File: src/rtl/serdes_cfg_loader_if.sv
// Configuration byte stream in, register-bank write port and frame status out.
interface serdes_cfg_loader_if;
  logic [7:0]  I_config_data;
  logic        I_config_en;
  logic        O_reg_wr;
  logic [6:0]  O_reg_addr;
  logic [15:0] O_reg_data;
  logic [7:0]  O_cfg_page;
  logic        O_load_done;
  logic        O_frame_err;
  logic [1:0]  O_err_code;
  logic [15:0] O_frame_cnt;

  modport master (
    output I_config_data, I_config_en,
    input  O_reg_wr, O_reg_addr, O_reg_data, O_cfg_page,
    input  O_load_done, O_frame_err, O_err_code, O_frame_cnt
  );

  modport slave (
    input  I_config_data, I_config_en,
    output O_reg_wr, O_reg_addr, O_reg_data, O_cfg_page,
    output O_load_done, O_frame_err, O_err_code, O_frame_cnt
  );
endinterface

File: src/rtl/serdes_cfg_loader.sv
// Validates one config frame per enable burst and replays its payload as 16-bit register writes.
// Define CFG_LOADER_CHECKSUM_EN to verify the trailing modulo-256 checksum byte.
module serdes_cfg_loader #(
  parameter int         FRAME_LEN = 180,
  parameter logic [7:0] HDR0      = 8'hA5,
  parameter logic [7:0] HDR1      = 8'h5A
) (
  input  logic               I_config_clk,
  input  logic               I_sys_rst_n,
  serdes_cfg_loader_if.slave bus
);
  localparam int         PLEN   = FRAME_LEN - 4;
  localparam int         NWORDS = PLEN / 2;
  localparam logic [7:0] LEN_B  = 8'(FRAME_LEN);
  localparam logic [7:0] LAST_B = 8'(FRAME_LEN - 1);
  localparam logic [7:0] PEND_B = 8'(FRAME_LEN - 2);
  localparam logic [6:0] NW     = 7'(NWORDS);

  typedef enum logic [2:0] {S_IDLE, S_RECV, S_CHECK, S_COMMIT, S_DRAIN} state_e;

  state_e      state_q, state_d;
  logic [7:0]  cnt_q, cnt_d;
  logic        hdr0_ok_q, hdr0_ok_d, hdr1_ok_q, hdr1_ok_d;
  logic [7:0]  page_buf_q, page_buf_d;
  logic        busy_q, busy_d;
  logic [6:0]  word_q, word_d;
  logic        reg_wr_q, reg_wr_d;
  logic [6:0]  reg_addr_q, reg_addr_d;
  logic [15:0] reg_data_q, reg_data_d;
  logic [7:0]  cfg_page_q, cfg_page_d;
  logic        load_done_q, load_done_d;
  logic        frame_err_q, frame_err_d;
  logic [1:0]  err_code_q, err_code_d;
  logic [15:0] frame_cnt_q, frame_cnt_d;
`ifdef CFG_LOADER_CHECKSUM_EN
  logic [7:0]  sum_q, sum_d, chk_q, chk_d;
`endif

  logic [7:0]  payload_mem [0:PLEN-1];
  logic        mem_we;
  logic [7:0]  mem_waddr, byte_idx, rd_base;
  logic [6:0]  rd_word;
  logic [15:0] rd_data;

  // Byte index of the incoming byte: IDLE always sees byte 0 of a new frame.
  assign byte_idx = (state_q == S_IDLE) ? 8'd0 : cnt_q;
  assign rd_word  = (state_q == S_CHECK) ? 7'd0 : word_q;
  assign rd_base  = (rd_word < NW) ? {rd_word, 1'b0} : 8'd0;
  assign rd_data  = {payload_mem[rd_base], payload_mem[rd_base + 8'd1]};

  always_comb begin
    // NOTE: every _d gets a default first, so no path through the case can infer a latch.
    state_d     = state_q;
    cnt_d       = cnt_q;
    hdr0_ok_d   = hdr0_ok_q;
    hdr1_ok_d   = hdr1_ok_q;
    page_buf_d  = page_buf_q;
    busy_d      = busy_q;
    word_d      = word_q;
    reg_wr_d    = 1'b0;
    reg_addr_d  = reg_addr_q;
    reg_data_d  = reg_data_q;
    cfg_page_d  = cfg_page_q;
    load_done_d = 1'b0;
    frame_err_d = 1'b0;
    err_code_d  = err_code_q;
    frame_cnt_d = frame_cnt_q;
    mem_we      = 1'b0;
    mem_waddr   = byte_idx - 8'd3;
`ifdef CFG_LOADER_CHECKSUM_EN
    sum_d       = sum_q;
    chk_d       = chk_q;
`endif
    unique case (state_q)
      S_IDLE, S_RECV: begin
        if (bus.I_config_en) begin
          state_d = S_RECV;
          cnt_d   = (byte_idx == 8'hFF) ? 8'hFF : byte_idx + 8'd1;
          if (byte_idx == 8'd0) begin
            hdr0_ok_d = (bus.I_config_data == HDR0);
            hdr1_ok_d = 1'b0;
            busy_d    = 1'b0;
          end
          if (byte_idx == 8'd1) hdr1_ok_d  = (bus.I_config_data == HDR1);
          if (byte_idx == 8'd2) page_buf_d = bus.I_config_data;
          mem_we = (byte_idx >= 8'd3) && (byte_idx <= PEND_B);
`ifdef CFG_LOADER_CHECKSUM_EN
          if (byte_idx == 8'd0)         sum_d = bus.I_config_data;
          else if (byte_idx != LAST_B)  sum_d = sum_q + bus.I_config_data;
          if (byte_idx == LAST_B)       chk_d = bus.I_config_data;
`endif
        end else if (state_q == S_RECV) begin
          state_d = S_CHECK;
        end
      end
      S_CHECK: begin
        busy_d = bus.I_config_en;
        if (cnt_q != LEN_B) begin
          frame_err_d = 1'b1;
          err_code_d  = 2'd2;
          state_d     = S_IDLE;
        end else if (!(hdr0_ok_q && hdr1_ok_q)) begin
          frame_err_d = 1'b1;
          err_code_d  = 2'd1;
          state_d     = S_IDLE;
`ifdef CFG_LOADER_CHECKSUM_EN
        end else if (sum_q != chk_q) begin
          frame_err_d = 1'b1;
          err_code_d  = 2'd3;
          state_d     = S_IDLE;
`endif
        end else begin
          // Word 0 goes out on the same edge that enters COMMIT.
          state_d    = S_COMMIT;
          cfg_page_d = page_buf_q;
          reg_wr_d   = 1'b1;
          reg_addr_d = 7'd0;
          reg_data_d = rd_data;
          word_d     = 7'd1;
        end
      end
      S_COMMIT: begin
        if (bus.I_config_en) busy_d = 1'b1;
        if (word_q == NW) begin
          load_done_d = 1'b1;
          frame_cnt_d = frame_cnt_q + 16'd1;
          state_d     = (busy_q || bus.I_config_en) ? S_DRAIN : S_IDLE;
        end else begin
          reg_wr_d   = 1'b1;
          reg_addr_d = word_q;
          reg_data_d = rd_data;
          word_d     = word_q + 7'd1;
        end
      end
      S_DRAIN: begin
        if (!bus.I_config_en) begin
          frame_err_d = 1'b1;
          err_code_d  = 2'd0;
          busy_d      = 1'b0;
          state_d     = S_IDLE;
        end
      end
      default: state_d = S_IDLE;
    endcase
  end

  always_ff @(posedge I_config_clk or negedge I_sys_rst_n) begin
    if (!I_sys_rst_n) begin
      state_q     <= S_IDLE;
      cnt_q       <= '0;
      hdr0_ok_q   <= 1'b0;
      hdr1_ok_q   <= 1'b0;
      page_buf_q  <= '0;
      busy_q      <= 1'b0;
      word_q      <= '0;
      reg_wr_q    <= 1'b0;
      reg_addr_q  <= '0;
      reg_data_q  <= '0;
      cfg_page_q  <= '0;
      load_done_q <= 1'b0;
      frame_err_q <= 1'b0;
      err_code_q  <= '0;
      frame_cnt_q <= '0;
`ifdef CFG_LOADER_CHECKSUM_EN
      sum_q       <= '0;
      chk_q       <= '0;
`endif
    end else begin
      state_q     <= state_d;
      cnt_q       <= cnt_d;
      hdr0_ok_q   <= hdr0_ok_d;
      hdr1_ok_q   <= hdr1_ok_d;
      page_buf_q  <= page_buf_d;
      busy_q      <= busy_d;
      word_q      <= word_d;
      reg_wr_q    <= reg_wr_d;
      reg_addr_q  <= reg_addr_d;
      reg_data_q  <= reg_data_d;
      cfg_page_q  <= cfg_page_d;
      load_done_q <= load_done_d;
      frame_err_q <= frame_err_d;
      err_code_q  <= err_code_d;
      frame_cnt_q <= frame_cnt_d;
`ifdef CFG_LOADER_CHECKSUM_EN
      sum_q       <= sum_d;
      chk_q       <= chk_d;
`endif
    end
  end

  // NOTE: the payload buffer has no reset; every byte is rewritten before a commit can read it.
  always_ff @(posedge I_config_clk) begin
    if (mem_we) payload_mem[mem_waddr] <= bus.I_config_data;
  end

  assign bus.O_reg_wr    = reg_wr_q;
  assign bus.O_reg_addr  = reg_addr_q;
  assign bus.O_reg_data  = reg_data_q;
  assign bus.O_cfg_page  = cfg_page_q;
  assign bus.O_load_done = load_done_q;
  assign bus.O_frame_err = frame_err_q;
  assign bus.O_err_code  = err_code_q;
  assign bus.O_frame_cnt = frame_cnt_q;
endmodule

File: src/flat_wrapper.sv
// flat-port wrapper written by rule: the top's interface ports become plain ports
module serdes_cfg_loader_flat 
#(
  parameter int         FRAME_LEN = 180,
  parameter logic [7:0] HDR0      = 8'hA5,
  parameter logic [7:0] HDR1      = 8'h5A
)
  (I_config_clk, I_sys_rst_n, bus_I_config_data, bus_I_config_en, bus_O_reg_wr, bus_O_reg_addr, bus_O_reg_data, bus_O_cfg_page, bus_O_load_done, bus_O_frame_err, bus_O_err_code, bus_O_frame_cnt);
  serdes_cfg_loader_if bus_i ();
  input  logic I_config_clk;
  input  logic I_sys_rst_n;
  input wire logic [$bits(bus_i.I_config_data)-1:0] bus_I_config_data;
  input wire logic [$bits(bus_i.I_config_en)-1:0] bus_I_config_en;
  output wire logic [$bits(bus_i.O_reg_wr)-1:0] bus_O_reg_wr;
  output wire logic [$bits(bus_i.O_reg_addr)-1:0] bus_O_reg_addr;
  output wire logic [$bits(bus_i.O_reg_data)-1:0] bus_O_reg_data;
  output wire logic [$bits(bus_i.O_cfg_page)-1:0] bus_O_cfg_page;
  output wire logic [$bits(bus_i.O_load_done)-1:0] bus_O_load_done;
  output wire logic [$bits(bus_i.O_frame_err)-1:0] bus_O_frame_err;
  output wire logic [$bits(bus_i.O_err_code)-1:0] bus_O_err_code;
  output wire logic [$bits(bus_i.O_frame_cnt)-1:0] bus_O_frame_cnt;
  assign bus_i.I_config_data = bus_I_config_data;
  assign bus_i.I_config_en = bus_I_config_en;
  assign bus_O_reg_wr = bus_i.O_reg_wr;
  assign bus_O_reg_addr = bus_i.O_reg_addr;
  assign bus_O_reg_data = bus_i.O_reg_data;
  assign bus_O_cfg_page = bus_i.O_cfg_page;
  assign bus_O_load_done = bus_i.O_load_done;
  assign bus_O_frame_err = bus_i.O_frame_err;
  assign bus_O_err_code = bus_i.O_err_code;
  assign bus_O_frame_cnt = bus_i.O_frame_cnt;
  serdes_cfg_loader #(.FRAME_LEN(FRAME_LEN), .HDR0(HDR0), .HDR1(HDR1)) u_core (.I_config_clk(I_config_clk), .I_sys_rst_n(I_sys_rst_n), .bus(bus_i));
endmodule
File: config.mk
export PLATFORM = sky130hd
export DESIGN_NAME = serdes_cfg_loader_flat
export DESIGN_NICKNAME = d
export VERILOG_FILES = /design/src/rtl/serdes_cfg_loader_if.sv /design/src/rtl/serdes_cfg_loader.sv /design/src/flat_wrapper.sv
export SDC_FILE = /design/constraint.sdc
export NUM_CORES = 2
export LEC_CHECK = 0
export CAP_MARGIN = 20
export CORE_MARGIN = 3
export CORE_UTILIZATION = 55
export CTS_CLUSTER_SIZE = 25
export DETAILED_ROUTE_END_ITERATION = 8
export PLACE_DENSITY = 0.7
export SLEW_MARGIN = 15
export SYNTH_ARGS = -nofsm -noshare
export SYNTH_HDL_FRONTEND = slang
export SYNTH_SLANG_ARGS = --single-unit
File: constraint.sdc
create_clock -name I_config_clk -period 5.1 [get_ports I_config_clk]
set_clock_uncertainty 0.05 [all_clocks]
set_input_delay 1.53 -clock I_config_clk [delete_from_list [all_inputs] [get_ports I_config_clk]]
set_output_delay 1.53 -clock I_config_clk [all_outputs]
set_load 0.1 [all_outputs]
-- Yosys cells after proc, flatten, opt, wreduce, memory -nomap -nowiden
Memory sizes are Yosys's and may differ from the RTL's.
Index checks and enable logic that the tools add are counted.
W data, S select, Z words.
- eq/ne operators: 21
- muxes and demuxes: 48
- magnitude comparators: 3
- $add $sub $neg: 5
- bitwise operators: 1
- reduce and logical (&&, ||, !) cells: 20
- operators with widths (kind ; count):
    $mux W7 ; 7
    $mux W16 ; 3
    $pmux W16 S2 ; 1
    $pmux W7 S2 ; 2
    $mux W8 ; 3
    $mux W3 ; 6
    $reduce_and A3 Y1 ; 6
    $mux W1 ; 17
    $add A16 B1 Y16 const B ; 1
    $add A8 B1 Y8 const B ; 2
    $eq A8 B8 Y1 const B ; 2
    $ne A2 B2 Y1 const B ; 6
    $pmux W3 S4 ; 1
    $eq A8 B1 Y1 const B ; 1
    $eq A8 B2 Y1 const B ; 1
    $eq A8 B7 Y1 const B ; 1
    $ge A8 B2 Y1 const B ; 1
    $le A8 B8 Y1 const B ; 1
    $logic_not A8 Y1 ; 1
    $mux W2 ; 4
    $ne A8 B8 Y1 const B ; 1
    $sub A8 B2 Y8 const B ; 1
    $add A7 B1 Y7 const B ; 1
    $eq A7 B7 Y1 const B ; 1
    20 further kinds ; 27
- memory bits (writable): 1408
- logic and storage cells: 114
- memories kept: 1
- output and inout port bits: 52
- input bits: 11
- register bits: 81
- memories (name ; depth ; bits a word ; read ports ; clocked after Yosys merged registers in ; wr ports ; line ; source):
    u_core.payload_mem ; 176 ; 8 ; 2 ; 0 ; 1 ; serdes_cfg_loader.sv:39 ; logic [7:0] payload_mem [0:PLEN-1];

-- Depth between registers and ports, before layout
An unclocked memory read counts as a cell.
- word-level depth: 9
- depth in mapped cells: 14
- mapped depth without buffers: 10

-- Worst setup path before layout
No wires, ideal clock.
- kind: input port to flip-flop
- start: input port bus_I_config_en
- end: memory u_core.payload_mem[108][0], enable pin
- setup time: 0.370 ns
- required time: 4.680 ns
- buffers on the path: 2
- arrival time: 3.167 ns
- setup slack: 1.513 ns
- cell stages on the path: 8
- cells stage by stage: nor2b_1 > and2_1 > clkbuf_1 > o211a_1 > and2_1 > nand2_1 > clkbuf_1 > nor2_1
- word-level cells in the longest chain between the ends: 4
- ends and longest elaborated chain (what ; line ; source):
    start, declared ; flat_wrapper.sv:13 ; input wire logic [$bits(bus_i.I_config_en)-1:0] bus_I_config_en;
    $mux W1 ; serdes_cfg_loader.sv:76 ; if (bus.I_config_en) begin
    $mux W1 ; serdes_cfg_loader.sv:74 ; unique case (state_q)
    $mux W1 ; serdes_cfg_loader.sv:193 ; if (mem_we) payload_mem[mem_waddr] <= bus.I_config_data;
    $mux W1 (not written as such) ; serdes_cfg_loader.sv:193 ;
    end, declared ; serdes_cfg_loader.sv:39 ;
No other way between the ends.

-- Worst setup path in the final report
- start: register u_core.state_q[0]
- end: memory u_core.payload_mem[86][3], enable pin
- word-level cells in the longest chain between the ends: 8
- elaborated cells on any way between the ends: 12
- those cells by class: add/sub: 1; order compare: 2; eq/ne: 1; mux: 5; reduce/logical: 3
- ends and longest elaborated chain (what ; line ; source):
    start, declared ; serdes_cfg_loader.sv:21 ; state_e state_q, state_d;
    start signal, assigned ; serdes_cfg_loader.sv:169 ; state_q <= state_d;
    $logic_not A3 Y1 ; serdes_cfg_loader.sv:46, serdes_cfg_loader.sv:74 ;
    $mux W8 ; serdes_cfg_loader.sv:46 ; assign byte_idx = (state_q == S_IDLE) ? 8'd0 : cnt_q;
    $ge A8 B2 Y1 or $le A8 B8 Y1 (tied branches) ; serdes_cfg_loader.sv:86 ; mem_we = (byte_idx >= 8'd3) && (byte_idx <= PEND_B);
    $logic_and A1 B1 Y1 ; serdes_cfg_loader.sv:86 ;
    $mux W1 ; serdes_cfg_loader.sv:76 ;
    $mux W1 ; serdes_cfg_loader.sv:74 ;
    $mux W1 ; serdes_cfg_loader.sv:193 ;
    $mux W1 (not written as such) ; serdes_cfg_loader.sv:193 ;
Parallel ways exist; a longest one is shown, timed or not.

==> run summary <==
The flow ran to the end, and the final reports show no timing, DRC or antenna violations. The run gives 3,992 as the net count of the mapped netlist. STA classifies the critical path endpoint as a flop. The count of nets left with antenna violations once routing finished came out at 0. Once placement finished, the instance area stood at 63,900 um2. The HPWL after detailed placement is 102 mm. The summed instance area of the synthesized netlist is 60,000 um2, and the number of nets in the layout is 4,234. The final route contains 37,200 vias. Cell depth of the worst setup path: 10. The logs give 0 for the final number of setup-violating endpoints and 0 ps for the summed negative setup slack over all endpoints.

Including well taps, the total number of placed cells is 5,470. The area of all placed cells without fillers was 68,600 um2; the delay contributed by the slowest stage of the critical path was 720 ps. The clock period minus final worst setup slack works out to 4450 ps. The signal on the critical path passes through or3_1 > nand2_1 > inv_1 > ha_1 > o21ba_2 > nand2_1 > nor3_1 > o21a_1 > nand2_1 > nor2_1.

Clock tree synthesis found a total of 1,489 sinks. The synthesized flop and latch total was 1,489. The number of synthesized flops with an enable pin is 1,408, and the initial antenna violation count is 1. Timing analysis after detailed placement gives a worst setup slack of 685 ps. On the final layout, the worst hold slack is 434 ps. TritonCTS built the clock tree. The basic-gate share of the synthesized area counting and, or, nand and nor cells is 6.43%. The arrival time of the worst setup path was 4760 ps; the number of buffers added on ports was 62. The first global-routing pass estimated 237 mm of wire. The core region area was 108,000 um2. Of the synthesized area, sequential elements account for 73.8%. The logs give 4 for the number of H-tree levels and 28.6% for the combined global-route utilization of all metal layers. The longest clock path from root to sink contains 3 buffers.

The worst reg2reg path depth came out at 10. The run gives 22.7 nW as the leakage power of the design. The post-synthesis adder-cell area fraction was 0.167%. The worst min-delay path category is flop to flop. The post-route netlist has 16.6% of its cells at a drive strength greater than 1.

The post-route total power was 32.4 mW; the fraction of power consumed by combinational cells was 24.8%. For the worst-skew pair, the clock arrives at the later sink with an insertion delay of 740 ps. For this design, the CTS-stage hold fixing added 0 buffers.

In this run the post-CTS setup repair buffer count came out at 0. The first-pass detailed-route iteration total came out at 6. The launching element type of the critical path was a flop. The number of buffers and inverters on the critical path is 1.

The synthesized netlist devotes 10.8% of its cell area to compound gates. The internal portion of the total power is 22.2 mW. Measured against the total synthesized area, the mux share comes to 6.17%.

The number of pins exceeding their max-slew limit in the final report is 0. The final design utilization was 63.7%; the floorplan die width was 336 um. Setup repair after global routing left no endpoint under its margin.

Along the worst path, the maximum fanout reaches 15. The number of buffers created by CTS was 145. At the worst endpoint, the required time is 5410 ps.

The area added between synthesis and finish was 14.3%; the die footprint was 113,000 um2. Grouping stages by cell kind, the critical path spends the most delay in simple AND/OR/NAND/NOR gates. Counting stages on the worst path, the most repeated cell is sky130_fd_sc_hd__nand2_1.

The power per cell area is 472 nW/um2, and the final non-filler cell total is 5,732. Once the clock tree was built, the resizer swapped 0 gates to a different size. The via density per instance was 6.48; the final worst-path cycle share was 87.2%. In this run the power spent charging and discharging nets is 10.2 mW. In the routed design, unresolved DRC markers number 0. The number of hold-slack violations in the final timing report came out at 0.

The vertical extent of the die came out at 336 um. In this run the register-to-register setup slack is 650 ps. Distinct cell type count of the synthesized netlist: 83.

Dividing the synthesized area by the synthesized cell count gives 15.1 um2. The tools report the clock network power share as 32.4%. The transition time of the tightest slew-check pin was 1080 ps; the cell count after synthesis was 3,973. By area, the combinational part of the netlist is dominated by compound AO/OA/AOI/OAI gates. The xor/xnor cell area share of the yosys netlist was 0.350%. For this configuration, the core starts out at a cell density of 55.7%.

After clock tree synthesis, the clock-pin slew on the worst setup and hold paths is 60 ps. Across the run, the number of max-cap violations was 0. Measured against its own limit, the worst slew margin works out to 27.9%. The number of violations reported at the end of detailed-routing iteration 0 came out at 5,205.

The run gives 163 mm as the aggregate routed wire length. For the total congestion overflow, the log shows 0. The largest vdd supply drop was 579 uV. The congestion estimate from routability-driven global placement came to 0.950. The antenna diode count was 0; the share of total power in sequential cells was 42.7%. 63 I/O pins were placed. The highest achievable clock rate came out at 225 MHz. Clock root buffer: sky130_fd_sc_hd__clkbuf_16.

The most used flip-flop cell after synthesis is sky130_fd_sc_hd__edfxtp_1. Number of global-route vias before repair: 36,000. For this run, asynchronously set or reset flops after synthesis account for 5.44%. The switching share of power is 31.5%, and the cell count of the worst hold path is 1.

The final worst-path setup slack came out at 655 ps. The initialized floorplan defines 120 standard-cell rows. By startpoint and endpoint, the worst setup path is classified as flop to flop. The slowest stage of the critical path is the sky130_fd_sc_hd__nor2_1 cell.

Average wire per standard cell: 28.4 um. The yosys synthesis warning count came out at 0. Entering global routing, the biggest net connects 125 pins.
==> placed cells by master (no fill, tap or decap), types with 11 or more instances in the layout <==
cell type,n
sky130_fd_sc_hd__a211oi_1,135
sky130_fd_sc_hd__clkinv_1,21
sky130_fd_sc_hd__inv_1,15
sky130_fd_sc_hd__xnor2_1,19
sky130_fd_sc_hd__nand2_1,118
sky130_fd_sc_hd__o22ai_1,142
sky130_fd_sc_hd__o21ai_0,148
sky130_fd_sc_hd__clkbuf_1,35
sky130_fd_sc_hd__a221oi_1,14
sky130_fd_sc_hd__mux2_2,136
sky130_fd_sc_hd__o311ai_0,22
sky130_fd_sc_hd__dfrtp_1,79
sky130_fd_sc_hd__clkinv_2,27
sky130_fd_sc_hd__nor3_1,112
sky130_fd_sc_hd__o221ai_1,97
sky130_fd_sc_hd__o211ai_1,65
sky130_fd_sc_hd__buf_12,27
sky130_fd_sc_hd__nand3_1,27
sky130_fd_sc_hd__clkbuf_16,153
sky130_fd_sc_hd__or3_1,19
sky130_fd_sc_hd__a21oi_1,167
sky130_fd_sc_hd__o21ai_1,11
sky130_fd_sc_hd__buf_4,287
sky130_fd_sc_hd__nor4_1,25
sky130_fd_sc_hd__mux2i_1,217
sky130_fd_sc_hd__and2_1,51
sky130_fd_sc_hd__clkdlybuf4s50_1,53
sky130_fd_sc_hd__nor2_1,450
sky130_fd_sc_hd__edfxtp_1,1408
sky130_fd_sc_hd__bufinv_16,11
==> power groups by stage <==
stage                     combinational [mW]  clock (mW)  sequential, mW
after floorplan                         4.79           0            14.5
after detailed placement                7.85           0            14.1
final                                   8.05        10.5            13.8
after global placement                  7.79           0            14.1
after CTS                               7.90        10.6            13.8
after global routing                    8.47        11.1            13.8
==> routing by layer <==
metal | track usage [%] | routed length (um) | vias to the layer above
met3 | 5.46 | 17000 | 387
met2 | 44.6 | 75100 | 2317
met1 | 40.1 | 63900 | 18300
li1 | - | - | 16100
met5 | 0 | 0 | -
met4 | 11.6 | 6880 | 0
==> final cells by class <==
type | instances | area (um2)
sequential | 1489 | 44300
multi-input combinational | 2185 | 14500
timing repair buffer | 376 | 3320
clock buffer | 192 | 4020
clock inverter | 69 | 629
fill | 7496 | 39100
tap | 1403 | 1760
inverter | 18 | 68.8
==> cells in the mapped netlist (8+ instances only) <==
master                        n  area, um2
sky130_fd_sc_hd__ha_1         8        100
sky130_fd_sc_hd__o311ai_0    22        193
sky130_fd_sc_hd__nand2_1    118        443
sky130_fd_sc_hd__a221oi_1    14        123
sky130_fd_sc_hd__mux2i_1    217       2170
sky130_fd_sc_hd__o211a_1     10        100
sky130_fd_sc_hd__nand2b_1     8       50.1
sky130_fd_sc_hd__o21ai_0    148        741
sky130_fd_sc_hd__inv_1       16       60.1
sky130_fd_sc_hd__mux2_2     136       1530
sky130_fd_sc_hd__o311ai_1     9       78.8
sky130_fd_sc_hd__o221ai_1    97        850
sky130_fd_sc_hd__xnor2_1     19        166
sky130_fd_sc_hd__nand4_1      9       56.3
sky130_fd_sc_hd__buf_2      112        561
sky130_fd_sc_hd__nor2_1     450       1690
sky130_fd_sc_hd__o22ai_1    142        888
sky130_fd_sc_hd__a31oi_1      8       50.1
sky130_fd_sc_hd__o211ai_1    65        488
sky130_fd_sc_hd__and2_1      51        319
sky130_fd_sc_hd__clkbuf_1   145        544
sky130_fd_sc_hd__nor3_1     113        566
sky130_fd_sc_hd__edfxtp_1  1408      42300
sky130_fd_sc_hd__o31ai_1     10       75.1
sky130_fd_sc_hd__dfrtp_1     81       2030
sky130_fd_sc_hd__buf_1        8       30.0
sky130_fd_sc_hd__a211oi_1   137       1030
sky130_fd_sc_hd__nand3_1     27        135
sky130_fd_sc_hd__a32oi_1     10       87.6
sky130_fd_sc_hd__a21oi_1    169        846
sky130_fd_sc_hd__o21ai_1     11       55.1
sky130_fd_sc_hd__buf_4       10       75.1
sky130_fd_sc_hd__or3_1       19        119
sky130_fd_sc_hd__o32ai_1     10       87.6
sky130_fd_sc_hd__nor4_1      26        163
==> flip-flops by register name, summed over array words and instances (netlist names), 2 cells and up <==
| register | flops |
|---|---|
| u_core.bus.O_cfg_page | 8 |
| u_core.bus.O_err_code | 2 |
| u_core.bus.O_frame_cnt | 16 |
| u_core.bus.O_reg_addr | 7 |
| u_core.bus.O_reg_data | 16 |
| u_core.cnt_q | 8 |
| u_core.page_buf_q | 8 |
| u_core.payload_mem | 1408 |
| u_core.state_q | 3 |
| u_core.word_q | 7 |
==> kinds of logic after synthesis <==
family,count (synthesis)
xor gates and xnor gates,24
AOI/OAI and AO/OA,941
adders and majority gates,8
muxes,353
and+or+nand+nor,859
DFF,1489
buffers and inverters,299
==> worst paths after layout <==
kind                                                          end                                   start
min reg2reg                u_core.bus.O_frame_cnt[15]$_DFFE_PN0P_  u_core.bus.O_frame_cnt[15]$_DFFE_PN0P_
min                        u_core.bus.O_frame_cnt[15]$_DFFE_PN0P_  u_core.bus.O_frame_cnt[15]$_DFFE_PN0P_
max reg2reg                   u_core.payload_mem[86][3]$_DFFE_PP_           u_core.state_q[0]$_DFFE_PN0P_
max                           u_core.payload_mem[86][3]$_DFFE_PP_           u_core.state_q[0]$_DFFE_PN0P_
min in group asynchronous    u_core.bus.O_cfg_page[5]$_DFFE_PN0P_                             I_sys_rst_n
max in group asynchronous  u_core.bus.O_frame_cnt[11]$_DFFE_PN0P_                             I_sys_rst_n
(Power assumes the default switching activity.)
